===== src/rtl/mult_karatsuba_ctrl.sv =====
// mult_karatsuba_ctrl
//   Sequencer for the 8x8 Karatsuba multiplier datapath (REG1/REG2/REG3, addsub unit,
//   5x5 multiplier ROM, operand muxes). On START it walks a fixed micro-sequence and
//   pulses DONE once RES holds the product. No data passes through this block.
//
// Parameters
//   ADDSUB_LAT              addsub result latency in cycles (0..3); addsub steps last
//                           ADDSUB_LAT+1 cycles
// Ports
//   CLK                     clock, rising edge
//   RST                     synchronous reset, active high
//   START                   start request (ignored while BUSY)
//   BUSY                    high in every state except IDLE and DONE_ST
//   DONE                    one-cycle pulse, RES valid
//   LOAD_REG1/2/3, LOAD_RES register load enables
//   OP                      addsub operation, 0 = add, 1 = subtract
//   MUX_CONTROL_LOAD_REG1   REG1 input select
//   MUX_CONTROL_SUM_SUB     addsub operand-pair select
//   MUX_CONTROL_ROM         ROM factor select
module mult_karatsuba_ctrl #(
    parameter int unsigned ADDSUB_LAT = 1
) (
    input  logic       CLK,
    input  logic       RST,
    input  logic       START,
    output logic       BUSY,
    output logic       DONE,
    output logic       LOAD_REG1,
    output logic       LOAD_REG2,
    output logic       LOAD_REG3,
    output logic       LOAD_RES,
    output logic       OP,
    output logic [2:0] MUX_CONTROL_LOAD_REG1,
    output logic [2:0] MUX_CONTROL_SUM_SUB,
    output logic [1:0] MUX_CONTROL_ROM
);

    typedef enum logic [3:0] {
        StIdle, StLdOps, StSumX, StSumYMid, StMulHi, StMulLo,
        StSubMid, StCombine, StFinal, StDoneSt
    } state_e;

    localparam logic [1:0] LastCnt = 2'(ADDSUB_LAT);

    state_e     state_q, state_d;
    logic [1:0] cnt_q, cnt_d;
    logic       is_addsub, step_last, load_last;

    logic       busy_d, done_d, load_reg1_d, load_reg2_d, load_reg3_d, load_res_d, op_d;
    logic [2:0] mux_reg1_d, mux_sum_sub_d;
    logic [1:0] mux_rom_d;

    // Next state and wait counter; the counter clears on every step entry.
    always_comb begin
        state_d   = state_q;
        cnt_d     = cnt_q;
        is_addsub = (state_q == StSumX)   || (state_q == StSumYMid) ||
                    (state_q == StSubMid) || (state_q == StCombine) ||
                    (state_q == StFinal);
        step_last = !is_addsub || (cnt_q == LastCnt);
        unique case (state_q)
            StIdle: begin
                if (START) begin
                    state_d = StLdOps;
                    cnt_d   = 2'd0;
                end
            end
            StDoneSt: begin
                state_d = START ? StLdOps : StIdle;
                cnt_d   = 2'd0;
            end
            default: begin
                if (step_last) begin
                    cnt_d = 2'd0;
                    unique case (state_q)
                        StLdOps:   state_d = StSumX;
                        StSumX:    state_d = StSumYMid;
                        StSumYMid: state_d = StMulHi;
                        StMulHi:   state_d = StMulLo;
                        StMulLo:   state_d = StSubMid;
                        StSubMid:  state_d = StCombine;
                        StCombine: state_d = StFinal;
                        StFinal:   state_d = StDoneSt;
                        default:   state_d = StIdle;
                    endcase
                end else begin
                    cnt_d = cnt_q + 2'd1;
                end
            end
        endcase
    end

    // Outputs are decoded from the next state so that the registered copies line up
    // exactly with the registered state (Moore behaviour, no START-to-output path).
    always_comb begin
        busy_d        = 1'b0;
        done_d        = 1'b0;
        load_reg1_d   = 1'b0;
        load_reg2_d   = 1'b0;
        load_reg3_d   = 1'b0;
        load_res_d    = 1'b0;
        op_d          = 1'b0;
        mux_reg1_d    = 3'b000;
        mux_sum_sub_d = 3'b000;
        mux_rom_d     = 2'b00;
        load_last     = (cnt_d == LastCnt);
        unique case (state_d)
            StLdOps: begin
                busy_d      = 1'b1;
                load_reg1_d = 1'b1;
            end
            StSumX: begin
                busy_d      = 1'b1;
                load_reg3_d = load_last;
            end
            StSumYMid: begin
                busy_d        = 1'b1;
                mux_sum_sub_d = 3'b001;
                load_reg2_d   = load_last;
            end
            StMulHi: begin
                busy_d      = 1'b1;
                mux_rom_d   = 2'b10;
                mux_reg1_d  = 3'b010;
                load_reg1_d = 1'b1;
            end
            StMulLo: begin
                busy_d      = 1'b1;
                mux_rom_d   = 2'b01;
                mux_reg1_d  = 3'b001;
                load_reg1_d = 1'b1;
            end
            StSubMid: begin
                busy_d        = 1'b1;
                mux_sum_sub_d = 3'b100;
                op_d          = 1'b1;
                load_reg3_d   = load_last;
            end
            StCombine: begin
                busy_d        = 1'b1;
                mux_sum_sub_d = 3'b011;
                mux_reg1_d    = 3'b011;
                load_reg1_d   = load_last;
            end
            StFinal: begin
                busy_d        = 1'b1;
                mux_sum_sub_d = 3'b101;
                mux_reg1_d    = 3'b100;
                load_reg1_d   = load_last;
                load_res_d    = load_last;
            end
            StDoneSt: done_d = 1'b1;
            default: ;
        endcase
    end

    always_ff @(posedge CLK) begin
        if (RST) begin
            state_q               <= StIdle;
            cnt_q                 <= 2'd0;
            BUSY                  <= 1'b0;
            DONE                  <= 1'b0;
            LOAD_REG1             <= 1'b0;
            LOAD_REG2             <= 1'b0;
            LOAD_REG3             <= 1'b0;
            LOAD_RES              <= 1'b0;
            OP                    <= 1'b0;
            MUX_CONTROL_LOAD_REG1 <= 3'b000;
            MUX_CONTROL_SUM_SUB   <= 3'b000;
            MUX_CONTROL_ROM       <= 2'b00;
        end else begin
            state_q               <= state_d;
            cnt_q                 <= cnt_d;
            BUSY                  <= busy_d;
            DONE                  <= done_d;
            LOAD_REG1             <= load_reg1_d;
            LOAD_REG2             <= load_reg2_d;
            LOAD_REG3             <= load_reg3_d;
            LOAD_RES              <= load_res_d;
            OP                    <= op_d;
            MUX_CONTROL_LOAD_REG1 <= mux_reg1_d;
            MUX_CONTROL_SUM_SUB   <= mux_sum_sub_d;
            MUX_CONTROL_ROM       <= mux_rom_d;
        end
    end

endmodule


===== config.mk =====
export PLATFORM = sky130hd
export DESIGN_NAME = mult_karatsuba_ctrl
export DESIGN_NICKNAME = d
export VERILOG_FILES = /design/src/rtl/mult_karatsuba_ctrl.sv
export SDC_FILE = /design/constraint.sdc
export NUM_CORES = 1
export LEC_CHECK = 0
export CORE_UTILIZATION = 50
export CTS_BUF_LIST = sky130_fd_sc_hd__clkbuf_8 sky130_fd_sc_hd__clkbuf_16
export DETAILED_ROUTE_END_ITERATION = 7
export GPL_TIMING_DRIVEN = 1
export PLACE_DENSITY = 0.72
export SKIP_LAST_GASP = 1
export SLEW_MARGIN = 15
export SYNTH_ARGS = -nofsm -noshare
export SYNTH_HDL_FRONTEND = slang
export SYNTH_SLANG_ARGS = --single-unit

===== constraint.sdc =====
create_clock -name CLK -period 2.65 [get_ports CLK]
set_input_delay 0.265 -clock CLK [delete_from_list [all_inputs] [get_ports CLK]]
set_output_delay 0.265 -clock CLK [all_outputs]
set_load 0.01 [all_outputs]

==> impl_metrics.csv <==
group,metric,value,unit
worst_setup_path,critPathCaptureType,"flop",
cts,post-cts-setup-buffer-count,0,
finish,fin_area,1440,um2
worst_setup_path,cpLargestDelayFamily,"simple AND/OR/NAND/NOR gates",
timing,post-route-period-util,86.2,%
floorplanning,rows,17,
global_routing,antenna_found_initial,0,
worst_setup_path,reg2reg_from,"state_q[3]$_SDFF_PP0_",
routing,antenna_left,0,
timing,rsz0062_at_grt,"no",
cts,cts_sinks,25,
worst_setup_path,crit_path_start_kind,"flop",
yosys,synth-seq-cells,25,
timing,slew_headroom,63.3,%
place,port_buffers,17,
worst_setup_path,path_class,"reg2reg",
floorplanning,dieArea,2590,um2
yosys,synth_edf_count,0,
floorplanning,initial_core_util,53.6,%
power,p_leak,0.569,nW
timing,tns,0,ns
global_routing,grt-busiest-layer,"met2",
power,p_int,0.000559,W
yosys,syn_area,1200,um2
power,p_sw,0.000208,W
worst_setup_path,worst_ep_arrival_time,2.45,ns
cts,cts_buffer_depth,2,
cts,cts-buffers-inserted,3,
timing,slew_violations,0,
routing,wirelength,2390,um
global_routing,grt_use_met3,5.06,%
routing,post-route-drc-count,0,
cts,cts_resized,0,
timing,finalHoldViolations,0,
timing,setup_violations,0,
worst_setup_path,critPathSlowestCell,"dfxtp_1",
global_routing,use_met1,27.2,%
cts,cts_root_buffer,"clkbuf_8",
routing,via_count,948,
yosys,synth_cell_types,48,
finish,final_nets,156,
finish,syn_to_final_growth,20.0,%
place,pre_cts_ws,0.294,ns
flow_run,maxCapViolCount,0,
global_routing,grt_pass1_vias,912,
timing,skew,0.00439,ns
cts,cts_tree,"yes",
place,placed_cell_area,1390,um2
timing,finalWorstSetupSlack,0.365,ns
worst_setup_path,cpPeakStageDelay,0.67,ns
yosys,ys.warnings.count,0,
routing,drt_iter0_markers,9,
global_routing,overflow,0,
floorplanning,die_y,50.9,um
place,dp_hpwl,1810,um
hold_path,hp-start,"cnt_q[0]$_SDFF_PP0_",
cts,clk_latency,0.27,ns
cts,ctsHoldBuffers,0,
place,routabilityCongestion,0.804,
power,clkPwrFrac,28.5,%
global_routing,grt_use_met2,34.2,%
floorplanning,core,2230,um2
floorplanning,die_x,50.9,um
worst_setup_path,worst-path-buf-inv,1,
yosys,async_reset_ff_share,0,%
power,seq_power_share,52.7,%
global_routing,grt_max_degree,15,
run_status,status,"completed",
finish,drive_gt1_share,12.9,%
yosys,synth_nets,136,
timing,max_slew.worst_pin.slew,0.550,ns
cts,clkTransAtPathRegs,0.08,ns
timing,finalCriticalPeriod,2.29,ns
worst_setup_path,critPathLaunch,"state_q[3]$_SDFF_PP0_",
yosys,seq_area_frac_synth,41.8,%
power,p_comb_share,18.8,%
yosys,ys_dominant_reg_cell,"dfxtp_1",
power,ir_worst_vdd,546,uV
timing,fmax,438,MHz
finish,post-route-util,64.3,%
yosys,synthCells,128,
worst_setup_path,path_cells,"nand2_1 > or4_4 > o211a_1 > nor2_1 > inv_1 > ha_1 > a22oi_1 > o21ai_1",
cts,htree_levels,1,
worst_setup_path,path_max_fanout,14,
routing,drtPass1Iterations,4,
floorplanning,pin_count,18,
routing,vias_per_cell,5.42,
global_routing,grt_use_total,21.5,%
hold_path,hold_path_class,"reg2reg",
power,p_per_area,534,nW/um2
finish,antennaDiodeCount,0,
worst_setup_path,crit_required,2.81,ns
yosys,synth.avg_cell_area,9.34,um2
routing,wl_per_cell,13.7,um
power,p_sw_share,27.1,%
global_routing,grt_pass1_wl,4150,um
## kinds of logic (layout without fill, tap and decap cells)
group	count (synthesis)	count (layout)	share of synthesized area [%]
simple gates	62	62	29.5
flops	25	25	41.8
compound gates	22	22	16.2
buf+inv	11	30	4.81
fa+ha+maj	5	5	5.23
mux	2	2	1.67
xor+xnor	1	1	0.732
## layout make-up
| cell class | count | area [um2] |
|---|---|---|
| clock inverters | 1 | 5.00 |
| fillers | 196 | 798 |
| repair buffers | 20 | 193 |
| inverters | 6 | 22.5 |
| well taps | 28 | 35.0 |
| clock buffers | 3 | 41.3 |
| flip-flops and latches | 25 | 500 |
| multi-input cells | 92 | 638 |
## synthesized netlist by cell type, types with 2 or more instances
cell type	count	area share [%]
a21oi_1	5	2.1
a22oi_1	2	1.3
and2_1	2	1.0
and3_1	2	1.0
buf_4	2	1.3
dfxtp_1	25	42
ha_1	5	5.2
inv_1	6	1.9
mux2i_1	2	1.7
nand2_1	7	2.2
nand3_1	5	2.1
nor2_1	20	6.3
nor2b_1	3	1.6
nor3_1	4	1.7
nor3b_1	2	1.3
o211ai_1	2	1.3
o31ai_1	2	1.3
or2_1	2	1.0
## worst paths after layout
check                              to  cells past startpoint  slack [ns]
setup / recovery                 flop                      8        0.36
setup reg to reg                 flop                      8        0.36
hold reg to reg   cnt_q[0]$_SDFF_PP0_                      2        0.53
hold / removal    cnt_q[0]$_SDFF_PP0_                      2        0.53
## tightest hold or removal path, stage by stage (launching register included)
cell and delay, ns:
dfxtp_1 0.33, nand2_1 0.09, a21oi_1 0.07
## routing by layer
layer	vias to the layer above	part of all wire, %	wire length, um
li1	483	-	-
met1	445	48	1150
met2	15	48	1140
met3	5	3.1	74
met4	0	1.2	29
met5	-	0	0
## metrics by stage
stage / hold WS (ns) / instances / power, W
global route: 0.577 / 175 / 0.000802
finish: 0.533 / 175 / 0.000767
global placement: 0.507 / 171 / 0.000553
floorplan: 0.358 / 128 / 0.000516
detailed placement: 0.525 / 171 / 0.000556
CTS: 0.538 / 175 / 0.000773
## power by group through the flow
stage / clock [W] / combinational (W) / sequential (W)
final: 0.000218 / 0.000144 / 0.000404
after global routing: 0.000237 / 0.000159 / 0.000407
after CTS: 0.000225 / 0.000144 / 0.000404
after detailed placement: 0 / 0.000143 / 0.000413
after global placement: 0 / 0.000141 / 0.000413
after floorplan: 0 / 0.000107 / 0.000410
## placed cells by master, fill, tap and decap left out, types with 2 or more instances in the layout
cell type and n:
nand2_1 7, nor3_1 4, a22oi_1 2, mux2i_1 2, nor3b_1 2, nand3_1 5
a21oi_1 5, nor2_1 20, buf_4 3, or2_1 2, o31ai_1 2, nor2b_1 3
and2_1 2, o211ai_1 2, clkbuf_8 3, inv_1 6, and3_1 2, clkdlybuf4s50_1 17
ha_1 5, dfxtp_1 25
(Power assumes the default switching activity.)
